[config.mk]
export PLATFORM = sky130hd
export DESIGN_NAME = control_sequencer_flat
export DESIGN_NICKNAME = d
export VERILOG_FILES = /design/src/rtl/cpu_pkg.sv /design/src/rtl/control_sequencer_if.sv /design/src/rtl/reg_select_decoder.sv /design/src/rtl/control_sequencer.sv /design/src/flat_wrapper.sv
export SDC_FILE = /design/constraint.sdc
export NUM_CORES = 1
export LEC_CHECK = 0
export BUFFER_PORTS_ARGS = -buffer_cell sky130_fd_sc_hd__buf_2
export CAP_MARGIN = 20
export CORE_MARGIN = 5
export CORE_UTILIZATION = 40
export CTS_CLUSTER_SIZE = 12
export DETAILED_ROUTE_END_ITERATION = 8
export MAX_ROUTING_LAYER = met4
export PLACE_DENSITY = 0.9
export SETUP_SLACK_MARGIN = 0.5
export SLEW_MARGIN = 10
export SYNTH_ARGS = -nofsm -noshare
export SYNTH_HDL_FRONTEND = slang
export SYNTH_SLANG_ARGS = --single-unit
[constraint.sdc]
create_clock -name clock -period 3.3 [get_ports clock]
set_input_delay 0.825 -clock clock [delete_from_list [all_inputs] [get_ports clock]]
set_output_delay 0.825 -clock clock [all_outputs]
set_load 0.01 [all_outputs]
[src/rtl/cpu_pkg.sv]
// Shared control-sequencer types: FSM state encoding, opcode constants, IR field positions.
// The optional MUL/DIV path is enabled by defining CTRL_MULDIV_EN.
package cpu_pkg;

    typedef enum logic [3:0] {
        ST_IDLE,
        ST_T0,
        ST_T1,
        ST_T2,
        ST_T3,
        ST_T4,
        ST_T5,
`ifdef CTRL_MULDIV_EN
        ST_T6,
`endif
        ST_HALT
    } state_t;

    localparam logic [4:0] OP_ADD  = 5'b00011;
    localparam logic [4:0] OP_SUB  = 5'b00100;
    localparam logic [4:0] OP_AND  = 5'b00101;
    localparam logic [4:0] OP_OR   = 5'b00110;
    localparam logic [4:0] OP_MUL  = 5'b01111;
    localparam logic [4:0] OP_DIV  = 5'b10000;
    localparam logic [4:0] OP_NOP  = 5'b11010;
    localparam logic [4:0] OP_HALT = 5'b11011;

    localparam int IR_OP_MSB = 31;
    localparam int IR_OP_LSB = 27;
    localparam int IR_RA_MSB = 26;
    localparam int IR_RA_LSB = 23;
    localparam int IR_RB_MSB = 22;
    localparam int IR_RB_LSB = 19;
    localparam int IR_RC_MSB = 18;
    localparam int IR_RC_LSB = 15;

    // Strobes that depend only on the state being entered (plus the stable IR class),
    // so they can be produced straight from flops.
    typedef struct packed {
        logic pc_out;
        logic mar_in;
        logic inc_pc;
        logic read;
        logic mdr_in;
        logic mdr_out;
        logic ir_in;
        logic z_low_in;
        logic z_high_in;
        logic z_low_out;
        logic z_high_out;
        logic hi_in;
        logic lo_in;
        logic halted;
    } strobes_t;

    function automatic logic is_muldiv_op(input logic [4:0] op);
`ifdef CTRL_MULDIV_EN
        return (op == OP_MUL) || (op == OP_DIV);
`else
        return (op == 5'b11111) && (op == 5'b00000);
`endif
    endfunction

    function automatic logic is_alu_op(input logic [4:0] op);
        return (op == OP_ADD) || (op == OP_SUB) || (op == OP_AND) || (op == OP_OR)
            || is_muldiv_op(op);
    endfunction

endpackage

[src/rtl/control_sequencer_if.sv]
// Sequencer <-> datapath bundle: handshake inputs, control strobes and register selects.
interface control_sequencer_if;

    logic        run;
    logic [31:0] ir;
    logic        mem_ready;

    logic        PCout;
    logic        MARin;
    logic        IncPC;
    logic        Read;
    logic        MDRin;
    logic        MDRout;
    logic        IRin;
    logic        Yin;
    logic        ZLowIn;
    logic        ZHighIn;
    logic        Zlowout;
    logic        Zhighout;
    logic        HIin;
    logic        LOin;
    logic [4:0]  opcode;
    logic [15:0] reg_in;
    logic [15:0] reg_out;
    logic        halted;

    modport master (
        input  run, ir, mem_ready,
        output PCout, MARin, IncPC, Read, MDRin, MDRout, IRin, Yin, ZLowIn, ZHighIn,
               Zlowout, Zhighout, HIin, LOin, opcode, reg_in, reg_out, halted
    );

    modport slave (
        output run, ir, mem_ready,
        input  PCout, MARin, IncPC, Read, MDRin, MDRout, IRin, Yin, ZLowIn, ZHighIn,
               Zlowout, Zhighout, HIin, LOin, opcode, reg_in, reg_out, halted
    );

endinterface

[src/rtl/reg_select_decoder.sv]
// 4-bit register index plus enable to a 16-bit one-hot register strobe vector.
module reg_select_decoder (
    input  logic [3:0]  idx,
    input  logic        en,
    output logic [15:0] onehot
);

    for (genvar gi = 0; gi < 16; gi++) begin : g_sel
        assign onehot[gi] = en && (idx == 4'(gi));
    end

endmodule

[src/rtl/control_sequencer.sv]
// Hardwired fetch/decode/execute control FSM for a register-file/ALU datapath.
// Define CTRL_MULDIV_EN to add MUL/DIV with the extra HI/LO write-back state T6.
module control_sequencer
    import cpu_pkg::*;
(
    input  logic                clock,
    input  logic                clear,
    control_sequencer_if.master bus
);

    state_t      state_q, state_d;
    strobes_t    strb_q, strb_d;
    logic [4:0]  op;
    logic        alu;
    logic        muldiv;
    logic        yin;
    logic        out_en;
    logic        in_en;
    logic [3:0]  out_idx;
    logic        unused_ir_bits;

    assign op             = bus.ir[IR_OP_MSB:IR_OP_LSB];
    assign alu            = is_alu_op(op);
    assign muldiv         = is_muldiv_op(op);
    assign unused_ir_bits = ^bus.ir[14:0];

    always_comb begin
        state_d = state_q;
        case (state_q)
            ST_IDLE: if (bus.run) state_d = ST_T0;
            ST_T0:   state_d = ST_T1;
            ST_T1:   if (bus.mem_ready) state_d = ST_T2;
            ST_T2:   state_d = ST_T3;
            ST_T3: begin
                if (op == OP_HALT)  state_d = ST_HALT;
                else if (alu)       state_d = ST_T4;
                else                state_d = ST_T0;
            end
            ST_T4:   state_d = ST_T5;
`ifdef CTRL_MULDIV_EN
            ST_T5:   state_d = muldiv ? ST_T6 : ST_T0;
            ST_T6:   state_d = ST_T0;
`else
            ST_T5:   state_d = ST_T0;
`endif
            ST_HALT: state_d = ST_HALT;
            default: state_d = ST_IDLE;
        endcase
    end

    // IR is already stable on the T3->T4 and T4->T5 edges, so the MUL/DIV
    // qualification of the Z/HI/LO strobes can be registered with the state.
    always_comb begin
        strb_d = '0;
        case (state_d)
            ST_T0: begin
                strb_d.pc_out = 1'b1;
                strb_d.mar_in = 1'b1;
                strb_d.inc_pc = 1'b1;
            end
            ST_T1: begin
                strb_d.read   = 1'b1;
                strb_d.mdr_in = 1'b1;
            end
            ST_T2: begin
                strb_d.mdr_out = 1'b1;
                strb_d.ir_in   = 1'b1;
            end
            ST_T4: begin
                strb_d.z_low_in  = 1'b1;
                strb_d.z_high_in = muldiv;
            end
            ST_T5: begin
                strb_d.z_low_out = 1'b1;
                strb_d.lo_in     = muldiv;
            end
`ifdef CTRL_MULDIV_EN
            ST_T6: begin
                strb_d.z_high_out = 1'b1;
                strb_d.hi_in      = 1'b1;
            end
`endif
            ST_HALT: strb_d.halted = 1'b1;
            default: strb_d = '0;
        endcase
    end

    always_ff @(posedge clock) begin
        if (clear) begin
            state_q <= ST_IDLE;
            strb_q  <= '0;
        end else begin
            state_q <= state_d;
            strb_q  <= strb_d;
        end
    end

    // IR only becomes valid on the edge entering T3, so T3 decode must stay combinational.
    assign yin     = (state_q == ST_T3) && alu;
    assign out_en  = yin || (state_q == ST_T4);
    assign out_idx = (state_q == ST_T4) ? bus.ir[IR_RC_MSB:IR_RC_LSB] : bus.ir[IR_RB_MSB:IR_RB_LSB];
    assign in_en   = (state_q == ST_T5) && !muldiv;

    reg_select_decoder u_out_dec (
        .idx    (out_idx),
        .en     (out_en),
        .onehot (bus.reg_out)
    );

    reg_select_decoder u_in_dec (
        .idx    (bus.ir[IR_RA_MSB:IR_RA_LSB]),
        .en     (in_en),
        .onehot (bus.reg_in)
    );

    assign bus.opcode   = (state_q == ST_T4) ? op : 5'b00000;
    assign bus.Yin      = yin;
    assign bus.PCout    = strb_q.pc_out;
    assign bus.MARin    = strb_q.mar_in;
    assign bus.IncPC    = strb_q.inc_pc;
    assign bus.Read     = strb_q.read;
    assign bus.MDRin    = strb_q.mdr_in;
    assign bus.MDRout   = strb_q.mdr_out;
    assign bus.IRin     = strb_q.ir_in;
    assign bus.ZLowIn   = strb_q.z_low_in;
    assign bus.ZHighIn  = strb_q.z_high_in;
    assign bus.Zlowout  = strb_q.z_low_out;
    assign bus.Zhighout = strb_q.z_high_out;
    assign bus.HIin     = strb_q.hi_in;
    assign bus.LOin     = strb_q.lo_in;
    assign bus.halted   = strb_q.halted;

endmodule

[src/flat_wrapper.sv]
// flat-port wrapper written by rule: the top's interface ports become plain ports
module control_sequencer_flat import cpu_pkg::*;
  (clock, clear, bus_run, bus_ir, bus_mem_ready, bus_PCout, bus_MARin, bus_IncPC, bus_Read, bus_MDRin, bus_MDRout, bus_IRin, bus_Yin, bus_ZLowIn, bus_ZHighIn, bus_Zlowout, bus_Zhighout, bus_HIin, bus_LOin, bus_opcode, bus_reg_in, bus_reg_out, bus_halted);
  control_sequencer_if bus_i ();
  input  logic clock;
  input  logic clear;
  input wire logic [$bits(bus_i.run)-1:0] bus_run;
  input wire logic [$bits(bus_i.ir)-1:0] bus_ir;
  input wire logic [$bits(bus_i.mem_ready)-1:0] bus_mem_ready;
  output wire logic [$bits(bus_i.PCout)-1:0] bus_PCout;
  output wire logic [$bits(bus_i.MARin)-1:0] bus_MARin;
  output wire logic [$bits(bus_i.IncPC)-1:0] bus_IncPC;
  output wire logic [$bits(bus_i.Read)-1:0] bus_Read;
  output wire logic [$bits(bus_i.MDRin)-1:0] bus_MDRin;
  output wire logic [$bits(bus_i.MDRout)-1:0] bus_MDRout;
  output wire logic [$bits(bus_i.IRin)-1:0] bus_IRin;
  output wire logic [$bits(bus_i.Yin)-1:0] bus_Yin;
  output wire logic [$bits(bus_i.ZLowIn)-1:0] bus_ZLowIn;
  output wire logic [$bits(bus_i.ZHighIn)-1:0] bus_ZHighIn;
  output wire logic [$bits(bus_i.Zlowout)-1:0] bus_Zlowout;
  output wire logic [$bits(bus_i.Zhighout)-1:0] bus_Zhighout;
  output wire logic [$bits(bus_i.HIin)-1:0] bus_HIin;
  output wire logic [$bits(bus_i.LOin)-1:0] bus_LOin;
  output wire logic [$bits(bus_i.opcode)-1:0] bus_opcode;
  output wire logic [$bits(bus_i.reg_in)-1:0] bus_reg_in;
  output wire logic [$bits(bus_i.reg_out)-1:0] bus_reg_out;
  output wire logic [$bits(bus_i.halted)-1:0] bus_halted;
  assign bus_i.run = bus_run;
  assign bus_i.ir = bus_ir;
  assign bus_i.mem_ready = bus_mem_ready;
  assign bus_PCout = bus_i.PCout;
  assign bus_MARin = bus_i.MARin;
  assign bus_IncPC = bus_i.IncPC;
  assign bus_Read = bus_i.Read;
  assign bus_MDRin = bus_i.MDRin;
  assign bus_MDRout = bus_i.MDRout;
  assign bus_IRin = bus_i.IRin;
  assign bus_Yin = bus_i.Yin;
  assign bus_ZLowIn = bus_i.ZLowIn;
  assign bus_ZHighIn = bus_i.ZHighIn;
  assign bus_Zlowout = bus_i.Zlowout;
  assign bus_Zhighout = bus_i.Zhighout;
  assign bus_HIin = bus_i.HIin;
  assign bus_LOin = bus_i.LOin;
  assign bus_opcode = bus_i.opcode;
  assign bus_reg_in = bus_i.reg_in;
  assign bus_reg_out = bus_i.reg_out;
  assign bus_halted = bus_i.halted;
  control_sequencer u_core (.clock(clock), .clear(clear), .bus(bus_i));
endmodule
* Word level (Yosys, flattened, before mapping) *
Cells that the tools add are included.

cells by class
  add/subtract/negate cells = 0
  $mul = 0
  divide/modulo/power cells = 0
  $lt $le $gt $ge = 0
  eq/ne operators = 49
  shifts and indexed selects = 0
  multiplexer cells = 13
  bitwise logic cells = 2
  reductions and logical operators = 47

operators by type and width
  operator                                                         count
  4-bit == test, second input constant                             16
  4-bit by 3-bit == test with 1-bit output, second input constant  15
  1-bit logical AND                                                35
  4-bit by 2-bit == test with 1-bit output, second input constant  8
  4-bit case mux with 8 select lines                               1
  4-bit by 1-bit == test with 1-bit output, second input constant  4
  4-bit 2-to-1 mux                                                 4
  5-bit by 3-bit == test with 1-bit output, second input constant  3
  4-bit zero test                                                  3
  5-bit == test, second input constant                             2
  2-bit 2-to-1 mux                                                 3
  3-bit 2-to-1 mux                                                 2
  5-bit by 2-bit == test with 1-bit output, second input constant  1
  5-bit zero test                                                  1
  1-bit logical OR                                                 5
  5-bit 2-to-1 mux                                                 1
  2-bit OR reduction                                               2
  1-bit 2-to-1 mux                                                 2
  1-bit NOT                                                        2
  1-bit zero test                                                  1

word-level totals
  register bits = 16
  bits in latches = 0
  memory bits (writable) = 0
  bits in read-only memories = 0
  input bits = 36
  output and inout bits = 52
  word-level logic and storage cells = 124
  memories kept = 0

* Logic depth before layout (Yosys ltp) *
  word-level depth = 11
  depth in mapped cells = 6
  gate-level depth less buffers = 5

* By module *
Synthesis repeated with hierarchy kept, for this count alone.

unflattened totals
  cells, all modules = 109
  area, all modules = 865.8 sq um

modules (own cells, without submodules)
  module              times used  cells an instance  area an instance (sq um)  seq. area each (sq um)
  control_sequencer   1           63                 630.6                     240.2
  reg_select_decoder  2           23                 117.6                     0.0

* Least setup slack after synthesis *
Ideal clock, no wire load.

  kind = input to output
  start = in bus_ir[27]
  end = out bus_reg_out[0]
  arrival time = 1.817 ns
  data required time = 2.475 ns
  slack = 0.658 ns
  stages on the path = 5
  buffers on the path = 0
  cell sequence = and3b_1 > o211ai_1 > inv_2 > a32o_1 > and2_1

on the way
  longest elaborated chain between the ends = 8
  elaborated cells between the ends (all ways) = 14
  classes of those cells = eq/ne (5); reduce/logical (9)

RTL lines
  element                                                                                                      RTL line                  source
  from (decl)                                                                                                  flat_wrapper.sv:8         input wire logic [$bits(bus_i.ir)-1:0] bus_ir;
  5-bit by 2-bit == test with 1-bit output / 5-bit by 3-bit == test with 1-bit output (equally long branches)  cpu_pkg.sv:65             return (op == OP_ADD) || (op == OP_SUB) || (op == OP_AND) || (op == OP_OR)
  1-bit logical OR (3 in a row)                                                                                cpu_pkg.sv:65
  1-bit logical OR *                                                                                           cpu_pkg.sv:66             || is_muldiv_op(op);
  1-bit logical AND *                                                                                          control_sequencer.sv:99   assign yin = (state_q == ST_T3) && alu;
  net bus_Yin                                                                                                  flat_wrapper.sv:17        output wire logic [$bits(bus_i.Yin)-1:0] bus_Yin;
  1-bit logical OR *                                                                                           control_sequencer.sv:100  assign out_en = yin || (state_q == ST_T4);
  1-bit logical AND *                                                                                          reg_select_decoder.sv:9   assign onehot[gi] = en && (idx == 4'(gi));
  to (decl)                                                                                                    flat_wrapper.sv:26        output wire logic [$bits(bus_i.reg_out)-1:0] bus_reg_out;

The timed path passes the listed nets; every way through them passes the cells marked *.

* Final worst setup path *
  start = in bus_ir[28]
  end = out bus_reg_out[0]

on the way
  longest elaborated chain between the ends = 8
  elaborated cells between the ends (all ways) = 14
  classes of those cells = eq/ne (5); reduce/logical (9)

RTL lines
  element                                                                                                      RTL line
  5-bit by 2-bit == test with 1-bit output / 5-bit by 3-bit == test with 1-bit output (equally long branches)  cpu_pkg.sv:65
  1-bit logical OR (3 in a row)                                                                                cpu_pkg.sv:65
  1-bit logical OR *                                                                                           cpu_pkg.sv:66
  1-bit logical AND *                                                                                          control_sequencer.sv:99
  1-bit logical OR *                                                                                           control_sequencer.sv:100
  1-bit logical AND *                                                                                          reg_select_decoder.sv:9

Mark *: on every way between the ends. The rest lies on a longest branch, timed or not.

==> metrics.yaml <==
outcome: "finished clean"
slew_viol_final: 0
pwr_density_cell_nw_per_um2: 196
dp_slack_ps: 291
fin_crit_ps: 2840
grt_overflow_total: 0
fp.dieArea_um2: 3610
via_count: 1316
fin_skew_ps: 0.629
setup_tns_ps: 0
yosysWarnings: 0
synth_area_per_cell_um2: 6.82
hold_viol: 0
synth_seq_cells: 12
r2r-end: "u_core.bus.halted"
grt_pass1_wl_um: 4680
first_pass_iters: 4
area_growth_pct: 51.2
synth_mux_area_share_pct: 0.999
hold_depth: 2
cp_cell_sequence: "buf_6 > and3b_1 > o211ai_1 > inv_2 > a32o_1 > and2_1 > buf_2"
core_area_um2: 2430
yosysTopAreaCell: "dfxtp_1"
rsz0062_at_grt: "true"
reg2reg_depth: 14
avgRoutedWirePerCell_um: 12.0
rows: 18
drc: 0
drt.antenna.violating_nets: 0
grt_util_all_layers_pct: 17.0
fin_ws_ps: 458
start_util_pct: 41.2
first_iter_violations: 48
leakage_nw: 0.784
crit_arrival_ps: 2020
final_cell_mix: "67 x buf_2, 36 x nor2_1, 14 x buf_4"
grt_pass1_vias: 1153
avgViaCountPerCell: 5.12
synth-main-ff-cell: "dfxtp_1"
crit_required_ps: 2470
place.gp.congestion: 0.878
ios: 88
criticalPathCategory: "input port to primary output"
grt_max_degree: 14
clkLatencyLatePin_ps: 260
start_kind: "input port"
crit_path_max_fanout: 7
cts_tree: "yes"
ir_worst_vdd_mv: 0.283
ys_async_sr_fraction_pct: 0
synth-xor-area-share_pct: 0
final_common_cell: "buf_2"
utilization_pct: 62.3
antenna_cells: 0
crit_path_top_delay_cell: "o211ai_1"
synth_area_um2: 1000
hpwl_um: 2350
critical_path.max_stage_delay_ps: 260
port-buffer-count: 70
min_period_over_period_pct: 86.1
clk_pin_slew_ps: 60
h-tree-depth: 1
ys_seq_area_share_pct: 24.0
antenna_found_initial: 0
fp.dieW_um: 60.1
maxCapViolCount: 0
synth_area_leaders: "dfxtp_1 24%, nor2_1 13%, nor3_1 5.5%"
setup_viol_count_final: 0
cts_buffer_depth: 2
synth_top_family_by_area: "simple AND/OR/NAND/NOR gates"
critPathBufInv: 3
synth_simple_gate_area_share_pct: 47.6
r2r-start: "u_core.state_q[0]"
cts-buffers-inserted: 3
wl_um: 3070
critPathTopFamily: "compound AO/OA/AOI/OAI gates"
r2r_setup_slack_ps: 760
synth_top_area_share_pct: 24.0
cts-root-buf: "clkbuf_4"
min_from: "u_core.state_q[1]"
cp-end-kind: "primary output"
final_nets: 265
die_h_um: 60.1
min_to: "u_core.state_q[0]"
cts_hold_buf: 0
hp-class: "register to register"
synth_compound_area_share_pct: 17.4
synth_edf_count: 0
layout-drive-gt1-share_pct: 44.5
synthAdderAreaFrac_pct: 0
yosysUniqueCellTypes: 40
clock-sinks: 12
fmax_mhz: 352
syn_inst: 147
==> cell usage after synthesis, types with 2 or more instances <==
| master | number |
|---|---|
| nor2_1 | 36 |
| dfxtp_1 | 12 |
| nor3_1 | 11 |
| nand2_1 | 9 |
| nor2b_1 | 8 |
| a31oi_1 | 7 |
| and2_1 | 7 |
| a21oi_1 | 6 |
| buf_4 | 6 |
| nand2b_1 | 5 |
| inv_1 | 4 |
| buf_2 | 3 |
| or3_1 | 3 |
| inv_2 | 2 |
| nor3b_1 | 2 |
| o21bai_1 | 2 |
==> worst min-delay path, stage by stage, from the launching register on <==
cell and delay [ps]:
dfxtp_2 400, o21ai_0 110, a21oi_1 70
==> cells by family after synthesis <==
kind of cell           Yosys count
buffers and inverters           17
DFF                             12
muxes                            1
AOI/OAI and AO/OA               24
other                            1
and+or+nand+nor                 92
==> how the worst max path moves through the flow <==
stage                from               to  slack, ps  cells past startpoint
2_1_floorplan  bus_ir[27]   bus_reg_out[0]        660                      5
3_5_place_dp   bus_ir[27]  bus_reg_out[12]        290                      7
4_1_cts        bus_ir[28]   bus_reg_out[0]        450                      7
6_report       bus_ir[28]   bus_reg_out[0]        460                      7
3_3_place_gp   bus_ir[27]   bus_reg_out[4]        310                      7
5_1_grt        bus_ir[28]   bus_reg_out[2]        420                      7
==> metal layers <==
metal	wire length (um)	part of all wire [%]	track usage, %
met2	1550	50	30.2
met5	0	0	-
met3	297	9.7	3.46
met4	61	2.0	5.38
met1	1170	38	18.8
==> what timing repair did <==
| item | 4_1_cts | 5_1_grt |
|---|---|---|
| resized for setup | 8 | 2 |
| buffers inserted | 8 | 3 |
| pin swaps | 3 | 2 |
| setup endpoints to repair | 21 | 16 |
==> final cells by class <==
cell class / instances / area (um^2)
fill: 234 / 917
sequential: 12 / 243
tap: 30 / 37.5
inverter: 6 / 22.5
timing repair buffer: 84 / 474
multi-input combinational: 122 / 716
clock buffer: 3 / 22.5
==> where the power goes <==
part	internal, mW	switching (mW)
Clock	0.0422	0.0426
Combinational	0.0260	0.0340
Sequential	0.149	0.00395
==> metrics by stage <==
| step | total power, mW | cell area [um^2] | hold WS [ps] | cells |
|---|---|---|---|---|
| floorplan | 0.185 | 1020 | 614 | 151 |
| global placement | 0.210 | 1360 | 621 | 243 |
| detailed placement | 0.212 | 1360 | 639 | 243 |
| CTS | 0.298 | 1490 | 655 | 254 |
| global route | 0.316 | 1520 | 641 | 257 |
| finish | 0.297 | 1520 | 631 | 257 |
==> sequential cells by signal (all words and copies together), names as in the netlist <==
register            cells
u_core.bus.LOin         1
u_core.bus.ZHighIn      1
u_core.bus.MDRin        1
u_core.bus.ZLowIn       1
u_core.bus.IRin         1
u_core.bus.Zlowout      1
u_core.bus.halted       1
u_core.state_q          4
u_core.bus.IncPC        1
Power figures use the tool's default switching activity.
